[src/rtl/multi_pulse_gen.sv]
// rtl/multi_pulse_gen.sv - NCH-channel debounced edge-to-pulse generator
// Optional macro MULTI_PULSE_SYNC_EN inserts a 2-flop input synchroniser per channel.
module multi_pulse_gen #(
  parameter int NCH = 4,
  parameter int DEB = 4,
  parameter int PW  = 1
) (
  input  logic             clk,
  input  logic             rst,
  input  logic [NCH-1:0]   din,
  input  logic [2*NCH-1:0] mode,
  input  logic [NCH-1:0]   clr_ovf,
  output logic [NCH-1:0]   pulse,
  output logic [NCH-1:0]   level,
  output logic [NCH-1:0]   ovf
);
  localparam int DW  = (DEB > 1) ? $clog2(DEB) : 1;
  localparam int PCW = (PW > 1) ? $clog2(PW) : 1;
  localparam logic [DW-1:0]  DMAX = DW'(DEB - 1);
  localparam logic [PCW-1:0] PMAX = PCW'(PW - 1);

  typedef enum logic {
    IDLE   = 1'b0,
    ACTIVE = 1'b1
  } state_t;

  logic [NCH-1:0] din_s;

`ifdef MULTI_PULSE_SYNC_EN
  logic [NCH-1:0] sync1;
  logic [NCH-1:0] sync2;

  always_ff @(posedge clk or posedge rst) begin
    if (rst) begin
      sync1 <= '0;
      sync2 <= '0;
    end else begin
      sync1 <= din;
      sync2 <= sync1;
    end
  end

  assign din_s = sync2;
`else
  assign din_s = din;
`endif

  for (genvar g = 0; g < NCH; g++) begin : g_ch
    logic [DW-1:0]  dcnt;
    logic           lvl;
    logic           evt;
    logic           qual;
    logic [PCW-1:0] pcnt;
    state_t         st;
    logic           pls;
    logic           ov;

    // The event fires on the same edge that commits the new level.
    assign evt  = (din_s[g] != lvl) && (dcnt == DMAX);
    assign qual = evt && (din_s[g] ? mode[2*g] : mode[2*g+1]);

    always_ff @(posedge clk or posedge rst) begin
      if (rst) begin
        dcnt <= '0;
        lvl  <= 1'b0;
      end else if (din_s[g] == lvl) begin
        dcnt <= '0;
      end else if (dcnt != DMAX) begin
        dcnt <= dcnt + DW'(1);
      end else begin
        lvl  <= din_s[g];
        dcnt <= '0;
      end
    end

    always_ff @(posedge clk or posedge rst) begin
      if (rst) begin
        st   <= IDLE;
        pls  <= 1'b0;
        pcnt <= '0;
        ov   <= 1'b0;
      end else begin
        case (st)
          IDLE: begin
            if (qual) begin
              pls  <= 1'b1;
              pcnt <= PMAX;
              st   <= ACTIVE;
            end
          end
          ACTIVE: begin
            if (pcnt != '0) begin
              pcnt <= pcnt - PCW'(1);
            end else begin
              pls <= 1'b0;
              st  <= IDLE;
            end
          end
          default: begin
            st  <= IDLE;
            pls <= 1'b0;
          end
        endcase
        // A drop outranks a same-cycle clear.
        if ((st == ACTIVE) && qual) begin
          ov <= 1'b1;
        end else if (clr_ovf[g]) begin
          ov <= 1'b0;
        end
      end
    end

    assign pulse[g] = pls;
    assign level[g] = lvl;
    assign ovf[g]   = ov;
  end

endmodule

[config.mk]
export PLATFORM = sky130hd
export DESIGN_NAME = multi_pulse_gen
export DESIGN_NICKNAME = d
export VERILOG_FILES = /design/src/rtl/multi_pulse_gen.sv
export SDC_FILE = /design/constraint.sdc
export NUM_CORES = 1
export LEC_CHECK = 0
export CORE_AREA = 2 2 52 54
export CTS_BUF_LIST = sky130_fd_sc_hd__clkbuf_4 sky130_fd_sc_hd__clkbuf_8
export DETAILED_ROUTE_END_ITERATION = 7
export DIE_AREA = 0 0 54 56
export MAX_ROUTING_LAYER = met4
export PLACE_DENSITY = 0.77
export SETUP_SLACK_MARGIN = 0.02
export SLEW_MARGIN = 20
export SYNTH_ARGS = -nofsm -noshare
export SYNTH_HDL_FRONTEND = slang
export SYNTH_SLANG_ARGS = --single-unit
[constraint.sdc]
create_clock -name clk -period 1.6 [get_ports clk]
set_input_delay 0.4 -clock clk [delete_from_list [all_inputs] [get_ports clk]]
set_output_delay 0.4 -clock clk [all_outputs]
set_load 0.005 [all_outputs]
==> impl_metrics.toml, run 1 <==
[global_routing]
first_pass_grt_wire_length_mm = 2.67
globalRouteTotalUtil_pct = 12.2
first_global_vias = 659
grt_remaining_overflow = 0
antenna_found_initial = 0
grt_start_max_net_pins = 25

[cts]
cts_sinks = 24
clk_path_buf_depth = 2
clk_latency_ns = 0.30
ctsRootBufferMaster = "clkbuf_4"
tritoncts = "done"
cts.clk_slew.worst_paths_ns = 0.12
tritoncts.num_buffers = 3
holdBufCountCts = 0
htree_num_levels = 1

[worst_setup_path]
timing.critical_path.required_ns = 1.20
cell_family_with_the_largest_share_of_critical_path_delay = "flip-flops"
cp.arrival_ns = 1.01
rrSetupSlack_ns = 0.46
critical_path.max_fanout = 5
setup_crit_path_kind = "flop to output pin"
cp.buffers_inverters = 1
timing.critical_path.to_type = "output pin"
crit_chain = "dlygate4sd2_1"
critical-path-slowest-cell = "dfrtp_1"
timing.critical_path.from_type = "flop"
critPathMaxStageDelay_ns = 0.43

[floorplan]
rows = 18
die_w_um = 54
pin_count = 30
floorplan_die_height_um = 56
die_area_um2 = 3020
initial_utilization_pct = 44.6
coreArea_um2 = 2430

[placed_design]
place_congestion = 0.690
hpwl_mm = 1.30
port_buffers = 29

[yosys]
synthMostInstantiatedCell = "dfrtp_1"
synth_top_cell_by_area = "dfrtp_1"
avgSynthCellArea_um2 = 11.7
synth_edf_count = 0
netlist-cell-type-count = 14
synthDominantCellAreaShare_pct = 55.4
ys_top_cells_by_count = "dfrtp_1 (24), inv_1 (13), buf_4 (12)"
nets_in_the_synthesized_netlist = 115
synth.mux.area_fraction_pct = 4.15
synth.area.top_cells = "dfrtp_1 (55%), buf_4 (8.3%), ha_1 (4.6%)"
netlist_area_um2 = 1080
ys_seq_elements = 24
netlist_instances = 93
post_synth_fa_ha_maj_area_fraction_pct = 4.61
synth_compound_gate_area_share_pct = 7.38
postSynth.asyncResetShare_pct = 100
synth_flop_cell = "dfrtp_1"
ys.warnings.count = 0
xor_xnor_share_of_the_synthesized_area_pct = 3.23
synth_top_family_by_area = "buffers and inverters"
post_synth_and_or_nand_nor_area_fraction_pct = 12.5
synth-seq-area-share_pct = 55.4

[cells_and_area]
area_growth_pct = 28.7
number_of_diodes_added_for_antenna_fixing = 0
nNetsFinal = 143
layout-drive-gt1-share_pct = 18.3

[hold_path]
min_path_type = "input pin to async pin"

[power]
switching_share_pct = 28.2
power.leakage_nw = 0.716
netSwitchingPower_w = 0.000520
worst_ir_drop_vdd_mv = 0.796
internal-power_w = 0.00132
power_frac_clock_pct = 16.7
share_comb_of_total_power_pct = 34.9
flop_pwr_share_pct = 48.4
pwr_density_nw_per_um2 = 1320

[timing]
setup_total_negative_slack_ns = 0
grt_setup_unrepaired = "no"
final_period_demand_of_the_worst_path_ns = 1.41
max_slew_margin_pct = 80.7
post_route_hold_slack_ns = 0.431
final_max_slew_viol_count = 0
worst_pin_slew_ns = 0.289
layout_worst_path_cycle_share_pct = 88.1
timing.final.setup_violations = 0
final-hold-violation-count = 0
skew_ns = 0.000983
max_freq_mhz = 709

[routing]
detail_route.wl_per_cell_um = 11.3
initialDrtViolationCount = 3
dr_total_vias = 685
drc = 0
finalWirelength_mm = 1.69
drt.antenna.violating_nets = 0
vias_per_cell = 4.57
drt_pre_antenna_iters = 3

[flow_run]
maxCapViolations = 0

[run_status]
run_status = "finished clean"
metrics by stage:
step           util (%)  area, µm²  total power [W]  setup WS, ns  std cells
6_report           57.4       1400          0.00184         0.190        150
5_1_grt            57.4       1400          0.00197         0.129        150
4_1_cts            56.6       1380          0.00187        0.0200        148
3_5_place_dp       54.7       1330          0.00157        0.0334        141
3_3_place_gp       54.7       1330          0.00154        0.0823        141
2_1_floorplan         -       1080          0.00138         0.626         93
flip-flops by register name (all words and copies together) (netlist names):
name and count:
g_ch.ov 4, g_ch.dcnt 8, g_ch.pls 4, g_ch.st 4
g_ch.lvl 4
area by class of cell:
| type | count | area, µm² |
|---|---|---|
| clock buffer | 4 | 36.3 |
| fill | 220 | 1040 |
| inverter | 13 | 48.8 |
| multi-input combinational | 44 | 345 |
| sequential | 24 | 601 |
| tap | 30 | 37.5 |
| timing repair buffer | 35 | 328 |
path summary, 6_finish.rpt:
check | start | cells past startpoint | to
hold / removal | rst | 3 | g_ch[2].pls
max in group asynchronous | rst | 3 | g_ch[0].lvl
min in group clk | g_ch[1].dcnt[0] | 1 | g_ch[1].dcnt[0]
setup / recovery | g_ch[0].lvl | 1 | level[0]
setup reg to reg | g_ch[1].lvl | 4 | g_ch[1].ov
hold reg to reg | g_ch[1].dcnt[0] | 1 | g_ch[1].dcnt[0]
power groups by stage:
stage / Clock [W] / Combinational [W] / Sequential, W
2_1_floorplan: 0 / 0.000480 / 0.000905
6_report: 0.000307 / 0.000643 / 0.000892
3_5_place_dp: 0 / 0.000638 / 0.000935
3_3_place_gp: 0 / 0.000615 / 0.000924
5_1_grt: 0.000340 / 0.000717 / 0.000914
4_1_cts: 0.000323 / 0.000656 / 0.000894
cells in the final DEF (no fill, tap or decap), types with 6 or more instances in the layout:
cell type        Yosys  final
clkdlybuf4s50_1      0     17
buf_4               12      6
dlygate4sd2_1        0     10
dfrtp_1             24     24
inv_1               13     13
kinds of logic after synthesis:
family	Yosys count
AO/OA/AOI/OAI	12
XOR/XNOR	4
adder cells (fa/ha/maj)	4
buffers and inverters	25
flip-flops	24
multiplexers	4
AND/OR/NAND/NOR	20
metal layers:
| metal | GRT usage (%) | routed length (µm) | up-vias |
|---|---|---|---|
| met3 | 2.42 | 88 | 2 |
| li1 | - | - | 346 |
| met1 | 14.0 | 719 | 321 |
| met5 | - | 0 | - |
| met2 | 20.2 | 866 | 16 |
| met4 | 5.36 | 14 | 0 |
repair_timing:
item / CTS / global route
cloned: 0 / 0
pin swaps: 0 / 0
resized for setup: 10 / 2
buffers inserted: 3 / 2
endpoints found under the setup margin: 10 / 2
worst reg2reg max path, stage by stage, from the launching register on:
cell,delay [ns]
dfrtp_1,0.40
buf_4,0.15
and3b_2,0.21
o21ai_2,0.15
o22ai_1,0.12
Power figures use the tool's default switching activity.
==> run 2, diff against run 1 <==
--- a/config.mk
+++ b/config.mk
@@ -9,4 +9,6 @@
 export CTS_BUF_LIST = sky130_fd_sc_hd__clkbuf_4 sky130_fd_sc_hd__clkbuf_8
+export CTS_CLUSTER_DIAMETER = 120
 export DETAILED_ROUTE_END_ITERATION = 7
 export DIE_AREA = 0 0 54 56
+export GPL_ROUTABILITY_DRIVEN = 1
 export MAX_ROUTING_LAYER = met4
--- a/constraint.sdc
+++ b/constraint.sdc
@@ -3,2 +3,2 @@
 set_output_delay 0.4 -clock clk [all_outputs]
-set_load 0.005 [all_outputs]
+set_load 0.02 [all_outputs]
==> impl_metrics.toml, run 2 (synthesis gave the netlist of run 1 again) <==
[cells_and_area]
design_area_um2 = 1350
final_common_cell = "dfrtp_1"
fill_cells = 223
area_growth_pct = 24.6
largest-register = "g_ch.dcnt"
post-route-util_pct = 55.6
largest_register_ff_count = 8
nNetsFinal = 138
highest_count_cells_in_the_layout_ignoring_fill_and_taps = "dfrtp_1 (24), clkdlybuf4s50_1 (17), inv_1 (13)"
number_of_diodes_added_for_antenna_fixing = 0
layout-drive-gt1-share_pct = 14.8

[worst_setup_path]
r2r-end = "g_ch[1].ov"
critical_path.max_fanout = 5
timing.critical_path.from_type = "flop"
cp.arrival_ns = 1.10
timing.critical_path.required_ns = 1.20
timing.critical_path.to_type = "output pin"
critical-path-slowest-cell = "dfrtp_1"
rrSetupSlack_ns = 0.53
setup_crit_path_kind = "flop to output pin"
crit_chain = "dlygate4sd2_1"
rr_startpoint = "g_ch[1].lvl"
critPathMaxStageDelay_ns = 0.44
cell_family_with_the_largest_share_of_critical_path_delay = "flip-flops"
cp.buffers_inverters = 1
reg2reg_depth = 3
critical_path_depth = 1

[power]
power.leakage_nw = 0.663
power_frac_clock_pct = 16.1
flop_pwr_share_pct = 48.5
netSwitchingPower_w = 0.000622
share_comb_of_total_power_pct = 35.4
switching_share_pct = 32.8
worst_ir_drop_vdd_mv = 0.877
pwr_density_nw_per_um2 = 1400
internal-power_w = 0.00128

[floorplan]
floorplan_die_height_um = 56
die_w_um = 54
die_area_um2 = 3020
rows = 18
pin_count = 30
initial_utilization_pct = 44.6
coreArea_um2 = 2430

[cts]
clk_path_buf_depth = 2
htree_num_levels = 1
cts.clk_slew.worst_paths_ns = 0.12
clk_latency_ns = 0.30
cts_sinks = 24
ctsRootBufferMaster = "clkbuf_4"
tritoncts.num_buffers = 3
holdBufCountCts = 0
tritoncts = "done"

[routing]
detail_route.wl_per_cell_um = 11.3
drt_pre_antenna_iters = 3
initialDrtViolationCount = 3
dr_total_vias = 667
finalWirelength_mm = 1.63
drt.antenna.violating_nets = 0
drc = 0
vias_per_cell = 4.60

[global_routing]
grt.met1_usage_pct = 13.6
met3_usage_pct = 2.42
antenna_found_initial = 0
grt.busiest_layer = "met2"
grt_remaining_overflow = 0
grt_start_max_net_pins = 25
first_pass_grt_wire_length_mm = 2.63
grtUsageMet2_pct = 19.9
globalRouteTotalUtil_pct = 12.0
first_global_vias = 650

[hold_path]
min_path_type = "input pin to async pin"

[placed_design]
port_buffers = 29
hpwl_mm = 1.30
place_congestion = 0.690
dpl_cell_area_um2 = 1330

[timing]
grt_setup_unrepaired = "no"
skew_ns = 0.000963
timing.final.setup_violations = 0
final_max_slew_viol_count = 0
setup_total_negative_slack_ns = 0
max_slew_margin_pct = 80.8
layout_worst_path_cycle_share_pct = 93.6
worst_pin_slew_ns = 0.288
final_period_demand_of_the_worst_path_ns = 1.50
max_freq_mhz = 668
final-hold-violation-count = 0

[flow_run]
maxCapViolations = 0

[run_status]
run_status = "finished clean"
[run 2: cell types whose count changed in the layout (fill, tap and decap cells not counted), sizes merged]
cell and change:
dlymetal6s2s -2, dlygate4sd2 +2, buf -5
[run 2: cell type report]
class,instances,area (µm²),area share [%]
well taps,30,37.5,2.78
clock buffers,4,36.3,2.69
inverters,13,48.8,3.61
flip-flops and latches,24,601,44.4
multi-input cells,44,345,25.6
repair buffers,30,283,20.9
[run 2: repair_timing]
action | in CTS | in global routing
setup buffers | 0 | 0
setup endpoints to repair | 12 | 0
gates resized for setup | 12 | 0
[run 2: metal layers]
metal	up-vias	wire length (µm)	part of all wire [%]
li1	336	-	-
met1	313	690	42
met2	16	843	52
met3	2	85	5.2
met4	0	14	0.86
met5	-	0	0
[run 2: power by group through the flow]
| stage | registers, W | logic (W) | clock network (W) |
|---|---|---|---|
| floorplan | 0.000905 | 0.000603 | 0 |
| global placement | 0.000924 | 0.000733 | 0 |
| detailed placement | 0.000935 | 0.000756 | 0 |
| CTS | 0.000922 | 0.000684 | 0.000323 |
| global route | 0.000943 | 0.000740 | 0.000340 |
| finish | 0.000920 | 0.000672 | 0.000305 |
[run 2: worst max-delay path by stage]
stage                          from          end  slack, ns
floorplan           g_ch[0].dcnt[0]  g_ch[0].lvl       0.63
global placement             din[2]   g_ch[2].ov       0.08
detailed placement           din[1]   g_ch[1].ov       0.03
CTS                     g_ch[1].lvl     level[1]       0.08
global route            g_ch[1].lvl     level[1]       0.06
finish                  g_ch[1].lvl     level[1]       0.10
[run 2: through the flow]
stage	power [W]	hold WS [ns]	setup slack, ns	instances
after floorplan	0.00151	0.414	0.626	93
after global placement	0.00166	0.427	0.0823	141
after detailed placement	0.00169	0.430	0.0334	141
after CTS	0.00193	0.433	0.0824	145
after global routing	0.00202	0.452	0.0614	145
final	0.00190	0.432	0.103	145
